==> src/rtl/booth_mul_pkg.sv <==
// Shared types and helpers for the radix-4 Booth multiplier.
// Provides the Booth digit encoder and the 3:2 carry-save compressor.
package booth_mul_pkg;

  localparam int WIDTH  = 32;
  localparam int PROD_W = 2 * WIDTH;
  // Multiplier is sign-extended by two bits, so one extra digit group exists.
  localparam int NUM_PP = WIDTH / 2 + 1;

  typedef struct packed {
    logic neg;
    logic one;
    logic two;
  } booth_digit_t;

  typedef logic [PROD_W-1:0] prod_t;

  typedef struct packed {
    prod_t sum;
    prod_t carry;
  } csa_t;

  // Group is {y[2i+1], y[2i], y[2i-1]}; 111 maps to zero with neg clear.
  function automatic booth_digit_t booth_encode(input logic [2:0] grp);
    booth_digit_t d;
    d = '0;
    case (grp)
      3'b001, 3'b010: d.one = 1'b1;
      3'b011:         d.two = 1'b1;
      3'b100:         begin d.neg = 1'b1; d.two = 1'b1; end
      3'b101, 3'b110: begin d.neg = 1'b1; d.one = 1'b1; end
      default:        d = '0;
    endcase
    return d;
  endfunction

  function automatic csa_t csa32(input prod_t a, input prod_t b, input prod_t c);
    csa_t r;
    r.sum   = a ^ b ^ c;
    r.carry = ((a & b) | (a & c) | (b & c)) << 1;
    return r;
  endfunction

endpackage

==> src/rtl/booth_pp_gen.sv <==
// One Booth partial product: selects 0, +-x or +-2x, sign-extended to the product width.
// Negative rows are returned as one's complement; the caller adds the neg bit in the row LSB.
module booth_pp_gen
  import booth_mul_pkg::*;
(
  input  logic [2:0]       grp,
  input  logic [WIDTH-1:0] x,
  output prod_t            pp,
  output logic             neg
);

  booth_digit_t digit;
  prod_t        x_ext;
  prod_t        sel;

  always_comb begin
    digit = booth_encode(grp);
    x_ext = {{(PROD_W-WIDTH){x[WIDTH-1]}}, x};
    sel   = '0;
    if (digit.one) begin
      sel = x_ext;
    end else if (digit.two) begin
      sel = x_ext << 1;
    end
    pp  = digit.neg ? ~sel : sel;
    neg = digit.neg;
  end

endmodule

==> src/rtl/booth_multiplier.sv <==
// Signed 32x32 radix-4 Booth multiplier, CSA tree into stage-1 registers, final add in stage 2.
// No valid/ready handshake: a new operand pair is taken every cycle and z follows two edges later.
module booth_multiplier
  import booth_mul_pkg::*;
(
  input  logic              mul_clk,
  input  logic              reset,
  input  logic [WIDTH-1:0]  x,
  input  logic [WIDTH-1:0]  y,
  output logic [PROD_W-1:0] z
);

  // Two sign bits on top keep y = 0x80000000 exact; the trailing zero is y[-1].
  logic [2*NUM_PP:0]  y_ext;
  prod_t              pp_raw [NUM_PP];
  logic [NUM_PP-1:0]  pp_neg;

  assign y_ext = {{2{y[WIDTH-1]}}, y, 1'b0};

  for (genvar i = 0; i < NUM_PP; i++) begin : g_pp
    booth_pp_gen u_pp (
      .grp (y_ext[2*i+2 -: 3]),
      .x   (x),
      .pp  (pp_raw[i]),
      .neg (pp_neg[i])
    );
  end

  // Wallace levels: 18 -> 12 -> 8 -> 6 -> 4 -> 3 -> 2 rows.
  prod_t l0 [NUM_PP+1];
  prod_t l1 [12];
  prod_t l2 [8];
  prod_t l3 [6];
  prod_t l4 [4];
  prod_t l5 [3];
  prod_t sum_c;
  prod_t carry_c;
  csa_t  t;

  always_comb begin
    for (int i = 0; i < NUM_PP; i++) begin
      l0[i] = pp_raw[i] << (2 * i);
    end
    // The +1 of every negated row shares a single extra row.
    l0[NUM_PP] = '0;
    for (int i = 0; i < NUM_PP; i++) begin
      l0[NUM_PP][2*i] = pp_neg[i];
    end

    for (int g = 0; g < 6; g++) begin
      t = csa32(l0[3*g], l0[3*g+1], l0[3*g+2]);
      l1[2*g]   = t.sum;
      l1[2*g+1] = t.carry;
    end

    for (int g = 0; g < 4; g++) begin
      t = csa32(l1[3*g], l1[3*g+1], l1[3*g+2]);
      l2[2*g]   = t.sum;
      l2[2*g+1] = t.carry;
    end

    for (int g = 0; g < 2; g++) begin
      t = csa32(l2[3*g], l2[3*g+1], l2[3*g+2]);
      l3[2*g]   = t.sum;
      l3[2*g+1] = t.carry;
    end
    l3[4] = l2[6];
    l3[5] = l2[7];

    for (int g = 0; g < 2; g++) begin
      t = csa32(l3[3*g], l3[3*g+1], l3[3*g+2]);
      l4[2*g]   = t.sum;
      l4[2*g+1] = t.carry;
    end

    t = csa32(l4[0], l4[1], l4[2]);
    l5[0] = t.sum;
    l5[1] = t.carry;
    l5[2] = l4[3];

    t = csa32(l5[0], l5[1], l5[2]);
    sum_c   = t.sum;
    carry_c = t.carry;
  end

  prod_t sum_q;
  prod_t carry_q;

  // Carry out of the top bit is dropped; the exact product always fits.
  always_ff @(posedge mul_clk or posedge reset) begin
    if (reset) begin
      sum_q   <= '0;
      carry_q <= '0;
      z       <= '0;
    end else begin
      sum_q   <= sum_c;
      carry_q <= carry_c;
      z       <= sum_q + carry_q;
    end
  end

endmodule

==> config.mk <==
export PLATFORM = sky130hd
export DESIGN_NAME = booth_multiplier
export DESIGN_NICKNAME = d
export VERILOG_FILES = /design/src/rtl/booth_mul_pkg.sv /design/src/rtl/booth_pp_gen.sv /design/src/rtl/booth_multiplier.sv
export SDC_FILE = /design/constraint.sdc
export NUM_CORES = 2
export LEC_CHECK = 0
export CAP_MARGIN = 25
export CELL_PAD_IN_SITES_DETAIL_PLACEMENT = 1
export CELL_PAD_IN_SITES_GLOBAL_PLACEMENT = 1
export CORE_AREA = 3 3 258 286
export DETAILED_ROUTE_END_ITERATION = 7
export DIE_AREA = 0 0 261 289
export MAX_ROUTING_LAYER = met4
export PLACE_DENSITY_LB_ADDON = 0.1
export SYNTH_ARGS = -nofsm -noshare
export SYNTH_HDL_FRONTEND = slang
export SYNTH_SLANG_ARGS = --single-unit
==> constraint.sdc <==
create_clock -name mul_clk -period 8.1 [get_ports mul_clk]
set_input_delay 2.025 -clock mul_clk [delete_from_list [all_inputs] [get_ports mul_clk]]
set_output_delay 2.025 -clock mul_clk [all_outputs]
set_load 0.01 [all_outputs]
# --- After elaboration in Yosys (flattened, before gate mapping) ---
# Cells that the tools add are included.
totals:
  wordCells: 384
  input_bits: 66
  output_inout_bits: 64
  regBits: 191
classes:
  reduce_logical: 50
  bitwise_logic: 129
  addsub: 1
  mux: 102
  eq_ne: 99
op_table:
  columns: ["op", "count"]
  rows:
  - ["63-bit bitwise AND", 46]
  - ["63-bit bitwise OR", 32]
  - ["64-bit XOR", 31]
  - ["64-bit 2-to-1 mux", 3]
  - ["62-bit 2-to-1 mux", 3]
  - ["60-bit 2-to-1 mux", 3]
  - ["58-bit 2-to-1 mux", 3]
  - ["56-bit 2-to-1 mux", 3]
  - ["54-bit 2-to-1 mux", 3]
  - ["52-bit 2-to-1 mux", 3]
  - ["50-bit 2-to-1 mux", 3]
  - ["3-bit == test (second input constant)", 48]
  - ["48-bit 2-to-1 mux", 3]
  - ["46-bit 2-to-1 mux", 3]
  - ["44-bit 2-to-1 mux", 3]
  - ["63-bit by 33-bit bitwise AND with 63-bit output", 2]
  - ["42-bit 2-to-1 mux", 3]
  - ["40-bit 2-to-1 mux", 3]
  - ["38-bit 2-to-1 mux", 3]
  - ["36-bit 2-to-1 mux", 3]
  - ["34-bit 2-to-1 mux", 3]
  - ["3-bit by 2-bit == test with 1-bit output (second input constant)", 32]
  - ["32-bit 2-to-1 mux", 3]
  - ["64-bit adder", 1]
  - ["other kinds (25)", 138]

# --- Depth between registers and ports, before layout ---
logic_depth:
  word_depth: 25
  depth_mapped: 17
  depth_no_buf: 15

# --- Cells and area by module ---
# A second synthesis with hierarchy kept.
hier_totals:
  hier_cells: 5100
  hier_area_um2: 51453.1
modules_own_cells:
  columns: ["mod", "area_each_um2", "cells_per_inst", "seq_area_each_um2", "instances"]
  rows:
  - ["booth_multiplier", 26992.1, 2465, 4679.5, 1]
  - ["booth_pp_gen", 1438.9, 155, 0.0, 17]

# --- Least setup slack after synthesis ---
# OpenSTA, ideal clock, no wires.
synth_path:
  kind: "input to register"
  startpoint: "input port x[30]"
  endpoint: "register sum_q[59]"
  slack_ns: 1.237
  arrival_ns: 6.727
  required_ns: 7.965
  stages: 16
  n_path_buf: 4
  setup_ns: 0.135
  cell_sequence: "clkbuf_1 clkbuf_1 buf_1 clkbuf_1 nor2_1 a211oi_1 fa_1 fa_1 inv_1 ha_1 xnor2_1 fa_1 inv_1 fa_1 inv_1 fa_1"
synth_via:
  elab_chain_cells: 18
  word_cells_on_any_way: 54
  classes_between: "mux: 6; bitwise: 48"
synth_rtl:
  columns: ["item", "line", "text"]
  rows:
  - ["start: declaration", "booth_multiplier.sv:8", "input logic [WIDTH-1:0] x,"]
  - ["38-bit 2-to-1 mux", "booth_pp_gen.sv:20", "if (digit.one) begin"]
  - ["38-bit inverter", "booth_pp_gen.sv:25", "pp = digit.neg ? ~sel : sel;"]
  - ["38-bit 2-to-1 mux", "booth_pp_gen.sv:25", null]
  - ["64-bit XOR (2 in a row)", "booth_mul_pkg.sv:39", "r.sum = a ^ b ^ c;"]
  - ["63-bit bitwise AND", "booth_mul_pkg.sv:40", "r.carry = ((a & b) | (a & c) | (b & c)) << 1;"]
  - ["63-bit bitwise OR (2 in a row)", "booth_mul_pkg.sv:40", null]
  - ["63-bit bitwise AND", "booth_mul_pkg.sv:40", null]
  - ["63-bit bitwise OR (2 in a row)", "booth_mul_pkg.sv:40", null]
  - ["64-bit XOR (2 in a row)", "booth_mul_pkg.sv:39", null]
  - ["63-bit bitwise AND", "booth_mul_pkg.sv:40", null]
  - ["63-bit bitwise OR (2 in a row)", "booth_mul_pkg.sv:40", null]
  - ["64-bit XOR", "booth_mul_pkg.sv:39", null]
  - ["64-bit XOR *", "booth_mul_pkg.sv:39", null]
  - ["net sum_c[59]", "booth_multiplier.sv:36", "prod_t sum_c;"]
  - ["end signal: assignment", "booth_multiplier.sv:96", "sum_q <= sum_c;"]
  - ["end: declaration", "booth_multiplier.sv:86", "prod_t sum_q;"]
# Mark *: on every way through the listed nets, which the timed path passes. The rest lies on a longest branch.

# --- Worst setup path after layout ---
layout_path:
  startpoint: "input port y[26]"
  endpoint: "register sum_q[57]"
layout_via:
  elab_chain_cells: 22
  word_cells_on_any_way: 61
  classes_between: "eq/ne: 6; mux: 6; bitwise: 46; reduce/logical: 3"
layout_rtl:
  columns: ["item", "line", "text"]
  rows:
  - ["start: declaration", "booth_multiplier.sv:9", "input logic [WIDTH-1:0] y,"]
  - ["3-bit by 2-bit == test with 1-bit output or 3-bit == test (tied branches)", "booth_mul_pkg.sv:27", "case (grp)"]
  - ["2-bit OR reduction (no line)", null, null]
  - ["1-bit 2-to-1 mux", "booth_mul_pkg.sv:27", null]
  - ["38-bit 2-to-1 mux", "booth_pp_gen.sv:22", "end else if (digit.two) begin"]
  - ["38-bit 2-to-1 mux", "booth_pp_gen.sv:20", null]
  - ["38-bit inverter", "booth_pp_gen.sv:25", null]
  - ["38-bit 2-to-1 mux *", "booth_pp_gen.sv:25", null]
  - ["64-bit XOR (2 in a row)", "booth_mul_pkg.sv:39", null]
  - ["[3 not listed]", null, null]
  - ["63-bit bitwise AND", "booth_mul_pkg.sv:40", null]
  - ["63-bit bitwise OR (2 in a row)", "booth_mul_pkg.sv:40", null]
  - ["64-bit XOR (2 in a row)", "booth_mul_pkg.sv:39", null]
  - ["63-bit bitwise AND", "booth_mul_pkg.sv:40", null]
  - ["63-bit bitwise OR (2 in a row)", "booth_mul_pkg.sv:40", null]
  - ["64-bit XOR", "booth_mul_pkg.sv:39", null]
  - ["64-bit XOR *", "booth_mul_pkg.sv:39", null]
  - ["net sum_c[57]", "booth_multiplier.sv:36", null]
# Marked as above.

==> run summary <==
For the post-cts sizing count, the log shows 0. The worst slew slack as a fraction of its limit is 0.281, and the final cycle utilization of the critical path is 0.865. The worst path needs 7.00 ns of the cycle, external delays included. The logs give 30400 for the total number of vias and 199000 um for the global-route wire length before repair. In this run the critical register-to-register path is captured at z[59].

Synthesis inferred 187 register bits. The number of warnings reported in the yosys synthesis log was 0; the fraction of synthesized area in multiplexers was 0.00851. The clock drives 187 sinks.

The met3 usage in global routing is 0.0570. Clock-pin slew was measured on the worst setup and hold paths at 0.08 ns. At the pin with the least slew margin, the transition time is 1.07 ns. The number of cells in the finished layout apart from fillers is 5022.

Critical path arrival: 7.37 ns. Routability-driven placement finished with a final weighted congestion of 0.929. Routed wirelength normalized by instance count: 25.9 um. Clock latency on the worst-skew pair, taken at its later pin, is 0.49 ns.

The run gives 0.538 as the share of the core filled with cells. Most frequently used flop master after synthesis: dfrtp_1. The path with the worst hold slack has its endpoint at z[0]. The share of the yosys chip area belonging to registers is 0.132, and the xor/xnor share of the synthesized area is 0.146. The total instance count after detailed placement was 4983. Setup violations remaining at the end of the flow were counted as 0.

The worst setup path is launched from an input pin. Placed wire-length estimate after detailed placement: 99800 um. The tree is rooted in a clkbuf_16. The number of clock buffers added by TritonCTS is 17. Entering global routing, the biggest net connects 137 pins. The effective utilization at floorplan was 0.497. In this run the worst path has a maximum fanout of 19. The logs give 6 for the number of iterations in the first detailed-routing pass and 130 for the I/O pin total. The final number of hold-violating endpoints is 0, and the number of cells on the worst reg-to-reg path is 10. Setup repair after global routing left no endpoint under its margin. In this run, post-CTS hold repair placed 0 buffers. The complex-gate fraction of the synthesized area was 0.175; the summed area of non-filler cells in the final layout was 0.0383 mm^2. The synthesized-area fraction occupied by and/or/nand/nor cells works out to 0.0978.

Across the VDD grid, the largest voltage drop is 0.519 mV. The detailed router finished its first iteration with 2866 violations. In this run the static leakage power is 16.9 nW. In this run the deepest clock path goes through 2 buffers. The number of vias per cell was 6.05; the number of buffers inserted by port buffering was 129.

The floorplan core area came out at 0.0713 mm^2. The worst setup path is captured at a flip-flop. The via count of the first global-routing pass came out at 31500.

Share of layout cells above drive strength 1: 0.0705. The tools report the final number of max-transition violations as 0. The floorplan has 103 rows. Counting flops with a built-in enable in the synthesized netlist gives 0. The total negative slack for setup checks was 0 ns; the global-route met2 utilization was 0.549. TritonCTS built the clock tree.

The run gives 3 as the number of antenna violations at the first check in global routing. The startpoint identified for the worst hold timing path is sum_q[0]. For this run, design rule violations remaining after detail routing come to 0.

Max-cap violations in this run came to 0. The global routing stage identified its most utilized layer as met2. The detail route stage leaves a number of antenna-violating nets equal to 0. The floorplan step set the die height to 289 um. After synthesis, the netlist uses 72 different library cells.

The start of the worst register-to-register path was sum_q[8]. The power per unit of standard cell area works out to 511 mW/mm^2. The proportion of synthesized flip-flops having asynchronous set or reset was 1.00; the floorplan die area was 0.0754 mm^2. The worst-case clock skew is 0.0156 ns. The logs give 4142 for the number of instances in the synthesized netlist and 0.359 for the overall routing resource usage. The worst hold path was traced through 0 stages.

The type of the worst setup path was input pin to flip-flop. The die width is 261 um, and the routed wire length is 130000 um. At the worst endpoint, the required time is 8.46 ns. The placed instances occupy a cell area of 0.0377 mm^2. The tools report the H-tree depth as 4.

The flow ran to the end, and the final reports show no timing, DRC or antenna violations. Compared with the post-synthesis result, the final layout area differs by 8.17%. Synthesized area per cell: 8.56 um^2. The adder and majority cell fraction of the synthesized area works out to 0.346.

The cell area that synthesis handed to floorplanning was 0.0354 mm^2. The setup slack of the most critical reg-to-reg path came out at 4.30 ns. Path class of the lowest-slack min-delay path: flip-flop to flip-flop.

The logs give 4881 for the post-synth net total and 0.483 for the global-route met1 utilization. The timing-limited maximum frequency was 143 MHz. By area, the combinational part of the netlist is dominated by adder cells. For the total global routing overflow, the log shows 0. Post-CTS timing repair inserted 0 buffers for setup.

After the last flow step, the layout net total stands at 4798.
how the worst max path moves through the flow:
stage | from | end | slack, ns | cells after the start
floorplan | reset | carry_q[10] | 0.99 | 1
global route | y[1] | sum_q[51] | 0.90 | 13
CTS | y[24] | sum_q[52] | 1.15 | 15
finish | y[26] | sum_q[57] | 1.10 | 15
detailed placement | y[26] | sum_q[57] | 0.61 | 15
global placement | y[26] | sum_q[57] | 0.70 | 15
cell families (layout without fill, tap and decap cells):
logic type / Yosys count / after routing
buf+inv: 891 / 821
xor+xnor: 591 / 591
fa+ha+maj: 688 / 688
compound gates: 895 / 895
other cells: 0 / 5
mux: 30 / 30
simple gates: 860 / 860
flops: 187 / 187
Yosys cell counts (5+ instances only):
cell	n	area, um^2
and3_1	12	75.1
o221ai_1	18	158
ha_1	182	2280
xor2_1	218	1910
a21o_1	41	308
xnor2_1	372	3260
inv_1	502	1880
nand4_1	18	113
nand2_1	131	492
maj3_1	15	150
nand3_1	14	70.1
or3_1	5	31.3
fa_1	491	9830
nor2_1	627	2350
clkbuf_1	307	1150
a221o_1	11	110
nor2b_1	14	87.6
a211oi_1	267	2000
a22o_1	23	201
a21oi_1	101	505
mux2i_1	29	290
o211ai_1	5	37.5
o21bai_1	12	90.1
a21boi_0	6	45.0
o31ai_1	7	52.6
a22oi_1	159	1190
a31oi_1	11	68.8
dfrtp_1	187	4680
o22ai_1	7	43.8
o21ai_0	171	856
buf_1	72	270
nand2b_1	12	75.1
buf_2	8	40.0
a221oi_1	22	193
nor3_1	7	35.0
and2_1	8	50.1
worst max-delay path, cell delays in order:
cell and delay (ns):
clkdlybuf4s50_1 0.47, xnor2_2 0.85, buf_4 0.37, a21oi_1 0.10, a211oi_1 0.36, fa_1 0.52, fa_1 0.59, inv_1 0.05
ha_1 0.31, xnor2_1 0.17, fa_1 0.54, inv_1 0.05, fa_1 0.47, inv_1 0.05, fa_1 0.42
metrics by stage:
stage	worst slack, ns	power (mW)	hold slack [ns]
6_report	1.10	19.6	0.358
5_1_grt	0.901	21.8	0.369
4_1_cts	1.15	19.5	0.360
3_5_place_dp	0.608	18.5	0.336
3_3_place_gp	0.701	17.3	0.336
2_1_floorplan	0.990	12.0	0.331
routing by layer:
layer / wire length [um] / part of all wire
met5: 0 / 0
met4: 5520 / 0.042
met3: 9930 / 0.076
met2: 58700 / 0.45
met1: 55700 / 0.43
area by class of cell:
type / instances / area [um^2]
multi-input cells: 3064 / 27600
clock buffers: 17 / 425
repair buffers: 287 / 2380
flip-flops and latches: 187 / 4680
clock inverters: 15 / 199
diodes: 5 / 12.5
fillers: 8355 / 32900
well taps: 945 / 1180
inverters: 502 / 1890
cells in the final DEF, fill, tap and decap left out, drive strengths merged, types with 41 or more instances in the layout:
cell | synthesis | layout
ha | 182 | 182
buf | 81 | 205
xor2 | 218 | 218
a22oi | 159 | 159
inv | 502 | 508
a21o | 41 | 41
xnor2 | 372 | 372
dfrtp | 187 | 187
a21oi | 103 | 103
clkdlybuf4s50 | 0 | 82
nor2 | 628 | 628
nand2 | 131 | 131
fa | 491 | 491
a211oi | 267 | 267
o21ai | 175 | 175
sequential cells by signal, indices dropped and copies added, names as in the netlist:
register,cells
sum_q,64
z,64
carry_q,59
power by group:
| group | total, mW | switching, mW | internal (mW) |
|---|---|---|---|
| Clock | 0.908 | 0.436 | 0.472 |
| Combinational | 16.7 | 9.86 | 6.79 |
| Sequential | 2.05 | 0.233 | 1.81 |
(Power assumes the default switching activity.)
